`config.mk`:
```
export PLATFORM = sky130hd
export DESIGN_NAME = alu_iter
export DESIGN_NICKNAME = d
export VERILOG_FILES = /design/src/rtl/alu_iter.sv
export SDC_FILE = /design/constraint.sdc
export NUM_CORES = 1
export LEC_CHECK = 0
export CORE_ASPECT_RATIO = 0.9
export CORE_MARGIN = 3
export CORE_UTILIZATION = 54
export DETAILED_ROUTE_END_ITERATION = 16
export PLACE_DENSITY = 0.77
export SETUP_SLACK_MARGIN = 0.02
export SLEW_MARGIN = 40
export SYNTH_ARGS = -nofsm -noshare
export SYNTH_HDL_FRONTEND = slang
export SYNTH_SLANG_ARGS = --single-unit
```
`constraint.sdc`:
```
create_clock -name clk -period 8.6 [get_ports clk]
set_input_delay 1.72 -clock clk [delete_from_list [all_inputs] [get_ports clk]]
set_output_delay 1.72 -clock clk [all_outputs]
set_load 0.005 [all_outputs]
```
`src/rtl/alu_iter.sv`:
```
// alu_iter: multi-cycle ALU with valid/ready handshakes on the operand and
// result sides. AND/ADD/SUB/SLT finish in one cycle. SRL/SRA/SLL run on an
// iterative shifter that moves one bit per cycle. The result and flags are
// registered and held until the consumer accepts them.
//
// Ports:
//   clk, rst             rising-edge clock, synchronous active-high reset
//   in_valid / in_ready  operand handshake (in_ready only while IDLE)
//   x, y, op             operands and opcode; y[SHAMT_W-1:0] is the shift amount
//                        op: 000 AND, 001 ADD, 010 SUB, 011 SLT,
//                            100 SRL, 101 SRA, 110 SLL, 111 reserved
//   out_valid/out_ready  result handshake
//   z                    result
//   zero, equal          z == 0, x == y (both 0 for the reserved op)
//   overflow             signed overflow, ADD/SUB only
//   busy                 an operation is in flight (state != IDLE)
module alu_iter #(
  parameter int WIDTH   = 32,
  parameter int SHAMT_W = $clog2(WIDTH)
) (
  input  logic             clk,
  input  logic             rst,
  input  logic             in_valid,
  output logic             in_ready,
  input  logic [WIDTH-1:0] x,
  input  logic [WIDTH-1:0] y,
  input  logic [2:0]       op,
  output logic             out_valid,
  input  logic             out_ready,
  output logic [WIDTH-1:0] z,
  output logic             zero,
  output logic             equal,
  output logic             overflow,
  output logic             busy
);

  typedef enum logic [1:0] {
    IDLE  = 2'd0,
    SHIFT = 2'd1,
    DONE  = 2'd2
  } state_t;

  state_t             state_r;
  logic [2:0]         op_r;
  logic [SHAMT_W-1:0] cnt_r;

  logic [WIDTH-1:0]   b_s;
  logic               cin_s;
  logic [WIDTH-1:0]   low_sum_s;
  logic [1:0]         top_s;
  logic [WIDTH-1:0]   sum_s;
  logic               ovf_s;
  logic [WIDTH-1:0]   res_z_s;
  logic               res_ovf_s;
  logic               flags_en_s;
  logic               is_shift_s;
  logic [SHAMT_W-1:0] shamt_s;
  logic [WIDTH-1:0]   shifted_s;

  assign in_ready = (state_r == IDLE);
  assign busy     = (state_r != IDLE);
  assign shamt_s  = y[SHAMT_W-1:0];

  // Shared adder. SUB and SLT use x + ~y + 1. The carry into the MSB is kept
  // separate so that overflow can be formed as carry-in XOR carry-out of the MSB.
  always_comb begin
    if (op == 3'b001) begin
      b_s   = y;
      cin_s = 1'b0;
    end else begin
      b_s   = ~y;
      cin_s = 1'b1;
    end
    low_sum_s = {1'b0, x[WIDTH-2:0]} + {1'b0, b_s[WIDTH-2:0]}
              + {{(WIDTH-1){1'b0}}, cin_s};
    top_s     = {1'b0, x[WIDTH-1]} + {1'b0, b_s[WIDTH-1]}
              + {1'b0, low_sum_s[WIDTH-1]};
    sum_s     = {top_s[0], low_sum_s[WIDTH-2:0]};
    ovf_s     = low_sum_s[WIDTH-1] ^ top_s[1];
  end

  // Result selection at accept time. Shift ops load x as the shifter seed.
  always_comb begin
    res_z_s    = {WIDTH{1'b0}};
    res_ovf_s  = 1'b0;
    is_shift_s = 1'b0;
    flags_en_s = 1'b1;
    case (op)
      3'b000: res_z_s = x & y;
      3'b001, 3'b010: begin
        res_z_s   = sum_s;
        res_ovf_s = ovf_s;
      end
      3'b011: res_z_s = {{(WIDTH-1){1'b0}}, sum_s[WIDTH-1] ^ ovf_s};
      3'b100, 3'b101, 3'b110: begin
        res_z_s    = x;
        is_shift_s = 1'b1;
      end
      default: begin
        res_z_s    = {WIDTH{1'b0}};
        flags_en_s = 1'b0;
      end
    endcase
  end

  // One-bit shift step. It acts on the latched opcode, so the live op input does not matter here.
  always_comb begin
    case (op_r)
      3'b100:  shifted_s = {1'b0, z[WIDTH-1:1]};
      3'b101:  shifted_s = {z[WIDTH-1], z[WIDTH-1:1]};
      3'b110:  shifted_s = {z[WIDTH-2:0], 1'b0};
      default: shifted_s = z;
    endcase
  end

  // Control FSM together with the registered result and flag outputs.
  always_ff @(posedge clk) begin
    if (rst) begin
      state_r   <= IDLE;
      op_r      <= 3'b000;
      cnt_r     <= SHAMT_W'(0);
      out_valid <= 1'b0;
      z         <= {WIDTH{1'b0}};
      zero      <= 1'b0;
      equal     <= 1'b0;
      overflow  <= 1'b0;
    end else begin
      case (state_r)
        IDLE: begin
          if (in_valid) begin
            op_r     <= op;
            z        <= res_z_s;
            equal    <= flags_en_s & (x == y);
            overflow <= res_ovf_s;
            if (is_shift_s && (shamt_s != SHAMT_W'(0))) begin
              cnt_r   <= shamt_s;
              zero    <= 1'b0;
              state_r <= SHIFT;
            end else begin
              zero      <= flags_en_s & (res_z_s == {WIDTH{1'b0}});
              out_valid <= 1'b1;
              state_r   <= DONE;
            end
          end
        end
        SHIFT: begin
          z     <= shifted_s;
          cnt_r <= cnt_r - SHAMT_W'(1);
          // The last step: zero is taken from the final shifted value.
          if (cnt_r == SHAMT_W'(1)) begin
            zero      <= (shifted_s == {WIDTH{1'b0}});
            out_valid <= 1'b1;
            state_r   <= DONE;
          end
        end
        DONE: begin
          if (out_ready) begin
            out_valid <= 1'b0;
            state_r   <= IDLE;
          end
        end
        default: begin
          out_valid <= 1'b0;
          state_r   <= IDLE;
        end
      endcase
    end
  end

endmodule

```
==> results_dict.tcl, run 1 <==
set metrics [dict create \
    vdd_drop_max_v 0.0000954 \
    startpoint_type "primary input" \
    rsz0062_at_grt "no" \
    grt_pass1_wl_um 34200 \
    std_cell_rows 36 \
    cp.required_ps 8840 \
    clockPowerShare 0.209 \
    finalSetupViolCount 0 \
    cp.arrival_ps 7700 \
    skew_ps 4.84 \
    synth_flop_cell "dfxtp_1" \
    grt_max_degree 47 \
    p_sw_uw 406 \
    ys_seq_area_frac 0.148 \
    die_w_um 119 \
    placed_area_sq_mm 0.00739 \
    layout-drive-gt1-share 0.0408 \
    fin_nets 1069 \
    viasPerCell 6.72 \
    synth_top_cell_by_area "dfxtp_1" \
    wl_um 21800 \
    synth-edff-count 0 \
    yosysTopAreaCellShare 0.148 \
    status "finished, final reports clean" \
    worstPathMaxFanout 31 \
    vias 7281 \
    postCtsHoldBufs 0 \
    area_growth_pct 21.6 \
    max_freq_ghz 0.134 \
    fp.coreArea_sq_mm 0.0110 \
    setup-tns-final_ps 0 \
    nFillCells 969 \
    die_area_sq_mm 0.0128 \
    cts_resized 0 \
    path_buf_inv 3 \
    total_power_uw 973 \
    grt_antenna_before_repair 0 \
    synth_fp_nets 999 \
    cpPeakStageDelay_ps 690 \
    synth-seq-cells 46 \
    boundaryPins 109 \
    stdcell_area_sq_mm 0.00754 \
    drv_slew 0 \
    avgSynthCellArea_sq_um 7.21 \
    synthTopCellsByArea "dfxtp_1 (15%), ha_1 (13%), xnor2_1 (6.8%)" \
    holdWs_ps 464 \
    seq_power_share 0.263 \
    grt_pass1_vias 6692 \
    wl_per_cell_um 20.1 \
    clkLatencyLatePin_ps 300 \
    cts_sinks 46 \
    htree_levels 2 \
    fin_crit_sh 0.867 \
    postCtsSetupBuffers 0 \
    grt_overflow 0 \
    grt_usage 0.326 \
    critPathTopFamily "compound AO/OA/AOI/OAI gates" \
    power_density_mw_per_mm2 129 \
    reg2regPathDepth 8 \
    drt-initial-drc-count 923 \
    ant_nets 0 \
    place_hpwl_um 16600 \
    initial_core_util 0.562 \
    min_path_cells 2 \
    netSwitchingFraction 0.418 \
    path_cells "clkdlybuf4s50_1 > inv_1 > nor3_2 > buf_12 > xnor2_1 > ha_1 > nand2_1 > o21ai_1 > a221oi_1 > a2111oi_1 > o22ai_1 > o211ai_1 > a31oi_1 > fa_1 > mux2i_1 > mux2_2 > o221ai_1 > nand4b_1 > nor3_1 > nand4_1 > or4_1 > nor4_1 > and4b_1 > a41o_1" \
    p_int_uw 567 \
    holdCritPathClass "reg -> reg" \
    die_h_um 108 \
    cts_max_path_buffers 2 \
    async_flop_share 0 \
    combPwrFrac 0.528 \
    worst_slew_pin_slew_ps 886 \
    drc_errors 0 \
    yosysWarnings 0 \
    globalplace.congestion 0.930 \
    crit_type "in -> reg" \
    cts_tree "done" \
    path_depth 24 \
    crit_path_top_delay_cell "a2111oi_1" \
    power.leakage_nw 2.79 \
    period_minus_slack_ps 7460 \
    end_kind "flip-flop" \
    cts_root_buf "clkbuf_16" \
    portBuffers 108 \
    diodes 0 \
    synthDistinctLibCells 65 \
    relSlewSlack 0.403 \
    netlist_area_sq_mm 0.00620 \
    netlist_instances 861 \
    drtPass1Iterations 6 \
    cts_made_buffers 5 \
    clk_pin_slew_ps 70 \
    hold_viol 0 \
    maxCapViolations 0 \
]
-- worst paths after layout --
kind                                              start                     to  slack, ps
worst min register to register    overflow$_SDFFE_PP0P_  overflow$_SDFFE_PP0P_        460
worst max register to register  state_r[0]$_SDFFE_PP0P_      zero$_SDFFE_PP0P_       5750
worst max-delay path                              op[0]      zero$_SDFFE_PP0P_       1140
worst min-delay path              overflow$_SDFFE_PP0P_  overflow$_SDFFE_PP0P_        460
-- metrics by stage --
step                utilization  instances  setup slack (ps)
floorplan                     -        861              1090
global placement          0.669       1076               843
detailed placement        0.670       1076               744
CTS                       0.683       1084               999
global route              0.684       1084               409
finish                    0.684       1084              1140
-- logic make-up (layout without fill, tap and decap cells) --
family          Yosys count  in the layout  synth area share
flops                    46             46             0.148
xor+xnor                 55             55            0.0776
mux                       5              5           0.00827
simple gates            266            266             0.213
buf+inv                 103            174            0.0635
fa+ha+maj                67             67             0.139
compound gates          319            319             0.351
-- worst min-delay path, cell delays in order (launching register included) --
cell	delay [ps]
dfxtp_1	310
nand2_1	50
a21oi_1	50
-- state kept, by name (all words and copies together) (netlist names) --
signal,cells
op_r,3
zero,1
z,32
state_r,2
equal,1
cnt_r,5
overflow,1
out_valid,1
-- per-layer routing --
layer | global-route usage | wire (um) | vias up
met5 | 0 | 0 | -
met4 | 0.115 | 633 | 0
met3 | 0.0415 | 2000 | 52
met2 | 0.543 | 10000 | 444
met1 | 0.434 | 9100 | 3393
li1 | - | - | 3392
-- layout make-up --
type / instances / area [sq um] / share of cell area
multi-input combinational: 712 / 4910 / 0.651
timing repair buffer: 123 / 1210 / 0.160
sequential: 46 / 921 / 0.122
tap: 152 / 190 / 0.0252
inverter: 43 / 161 / 0.0214
clock buffer: 6 / 139 / 0.0184
clock inverter: 2 / 12.5 / 0.00166
-- cells in the mapped netlist, types with 13 or more instances --
cell type and instances:
a22oi_1 23, nand4_1 15, ha_1 64, nand2b_1 14, xnor2_1 48, nor2_1 88, nor3_1 15, nor2b_1 13
nand3_1 13, a221oi_1 26, a21oi_1 83, nor4_1 14, a22o_1 30, inv_1 43, dfxtp_1 46, clkbuf_1 53
o22ai_1 22, nand2_1 55, o21ai_0 51
-- power groups by stage --
stage          sequential, mW  clock (mW)  combinational, mW
5_1_grt                 0.258       0.211              0.556
2_1_floorplan           0.252           0              0.329
4_1_cts                 0.254       0.203              0.502
6_report                0.255       0.203              0.514
3_3_place_gp            0.257           0              0.490
3_5_place_dp            0.259           0              0.499
-- cell usage in the layout, fill, tap and decap left out, types with 7 or more instances in the layout --
cell type and count:
ha_1 64, clkdlybuf4s50_1 108, buf_4 14, nand4_1 15
nand2b_1 13, nor4_1 14, a22o_1 30, dfxtp_1 46
a221oi_1 26, a21o_1 11, a22oi_1 23, inv_1 43
nor3_1 13, nand3_1 13, nor2b_1 13, o21ai_0 51
nand2_1 55, a222oi_1 7, xnor2_1 48, o22ai_1 22
nor3b_1 8, o211ai_1 7, xor2_1 7, o221ai_1 9
a21oi_1 82, nor2_1 87
(Power assumes the default switching activity.)
==> inputs of run 2 (changes only) <==
CTS_CLUSTER_SIZE = 20   (was not set)
==> results of run 2 <==
Final layout, timing and power as in run 1 (identical DEF).
==> inputs of run 3 (changes only) <==
CORE_MARGIN = not set   (was 3)
==> run 3 against run 2 <==
Clock skew barely moved. Global-route usage rose by 3.1 points. Clock power fell by 5%. Routed wire length fell by 1.4%. Count of clock-buffer cells in the layout did not move. Critical path type unchanged. Highest routed layer unchanged.
==> results_dict.tcl, run 3 (synthesis results as in run 1) <==
set metrics [dict create \
    status "finished, final reports clean" \
    hold_viol 0 \
    maxCapViolations 0 \
    min_from "overflow$_SDFFE_PP0P_" \
    grt_max_degree 47 \
    crit_path_top_delay_cell "a2111oi_1" \
    nFillCells 978 \
    crit_type "in -> reg" \
    postCtsHoldBufs 0 \
    globalplace.congestion 0.957 \
    setup-tns-final_ps 0 \
    vdd_drop_max_v 0.0000648 \
    grt_pass1_wl_um 34100 \
    max_freq_ghz 0.133 \
    initial_core_util 0.565 \
    area_growth_pct 21.3 \
    layout_common_cells "clkdlybuf4s50_1 (108), nor2_1 (87), a21oi_1 (82), ha_1 (64), nand2_1 (55)" \
    startpoint_type "primary input" \
    boundaryPins 109 \
    path_cells "clkdlybuf4s50_1 > inv_1 > nor3_2 > buf_12 > xnor2_1 > ha_1 > nand2_1 > o21ai_1 > a221oi_1 > a2111oi_1 > o22ai_1 > o211ai_1 > a31oi_1 > fa_1 > mux2i_1 > mux2_2 > o221ai_1 > nand4b_1 > nor3_1 > nand4_1 > or4_1 > nor4_1 > and4b_1 > a41o_1" \
    period_minus_slack_ps 7530 \
    grt_usage 0.357 \
    die_h_um 104 \
    relSlewSlack 0.452 \
    wl_per_cell_um 19.8 \
    viasPerCell 6.74 \
    wl_um 21500 \
    clk_pin_slew_ps 60 \
    stdcell_area_sq_mm 0.00752 \
    fin_nets 1068 \
    finalNonFillerCells 1081 \
    worst_slew_pin_slew_ps 821 \
    diodes 0 \
    end_kind "flip-flop" \
    std_cell_rows 36 \
    placed_cells 1075 \
    cts_made_buffers 5 \
    vias 7285 \
    cp.required_ps 8830 \
    power.leakage_nw 2.78 \
    placed_area_sq_mm 0.00738 \
    cpPeakStageDelay_ps 710 \
    ant_nets 0 \
    clkLatencyLatePin_ps 290 \
    grt_antenna_before_repair 0 \
    portBuffers 108 \
    fp.coreArea_sq_mm 0.0110 \
    critPathTopFamily "compound AO/OA/AOI/OAI gates" \
    cp.arrival_ps 7760 \
    largest_register "z" \
    finalSetupViolCount 0 \
    path_buf_inv 3 \
    cts_max_path_buffers 2 \
    htree_levels 2 \
    layout-drive-gt1-share 0.0377 \
    die_area_sq_mm 0.0119 \
    cts_resized 0 \
    worstPathMaxFanout 31 \
    skew_ps 4.84 \
    largest_reg_flops 32 \
    grt_pass1_vias 6766 \
    holdCritPathClass "reg -> reg" \
    rsz0062_at_grt "no" \
    grt_overflow 0 \
    pre_cts_slack_ps 653 \
    total_power_uw 959 \
    crit_start "op[0]" \
    r2r_start "state_r[0]$_SDFFE_PP0P_" \
    power_density_mw_per_mm2 128 \
    drc_errors 0 \
    place_hpwl_um 16300 \
    cts_root_buf "clkbuf_16" \
    setup_slack_ps 1070 \
    die_w_um 115 \
    cts_sinks 46 \
    postCtsSetupBuffers 0 \
    fin_crit_sh 0.875 \
    drtPass1Iterations 6 \
    drv_slew 0 \
    reg_top3 "z x32, cnt_r x5, op_r x3" \
    drt-initial-drc-count 1013 \
    cts_tree "done" \
    layout_commonest_cell "clkdlybuf4s50_1" \
]
==> run 3: routing by layer <==
metal / global-route usage / up-vias / routed length (um)
li1: - / 3377 / -
met1: 0.471 / 3395 / 8930
met2: 0.586 / 450 / 9830
met3: 0.0415 / 63 / 1950
met4: 0.142 / 0 / 737
met5: 0 / - / 0
==> run 3: worst reg2reg max path: stages (launching register included) <==
cell and delay, ps:
dfxtp_1 500, nor2b_1 710, o21ai_0 180, a221oi_1 370, nand4_1 140, nor4_1 450, nand2_1 130, a21oi_1 210
a41o_1 110
==> run 3: worst paths after layout <==
path                           end  slack [ps]  cells past startpoint
max              zero$_SDFFE_PP0P_        1070                     24
min          overflow$_SDFFE_PP0P_         470                      2
max reg2reg      zero$_SDFFE_PP0P_        5750                      8
min reg2reg  overflow$_SDFFE_PP0P_         470                      2
==> run 3: where the power goes <==
part           leakage [nW]  total [mW]  internal, mW  switching, mW
sequential            0.376       0.256         0.231         0.0250
combinational          2.34       0.512         0.221          0.291
clock                0.0688       0.192         0.112         0.0796
==> run 3: per-stage QoR <==
| step | util | hold WS [ps] |
|---|---|---|
| 2_1_floorplan | - | 448 |
| 3_3_place_gp | 0.671 | 452 |
| 3_5_place_dp | 0.672 | 457 |
| 4_1_cts | 0.684 | 466 |
| 5_1_grt | 0.685 | 506 |
| 6_report | 0.685 | 465 |
==> run 3: layout make-up <==
cell class	count	area, sq um	area share
Multi-Input combinational cell	712	4910	0.653
Tap cell	152	190	0.0253
Clock buffer	6	139	0.0185
Inverter	43	161	0.0215
Sequential cell	46	921	0.122
Timing Repair Buffer	122	1200	0.159
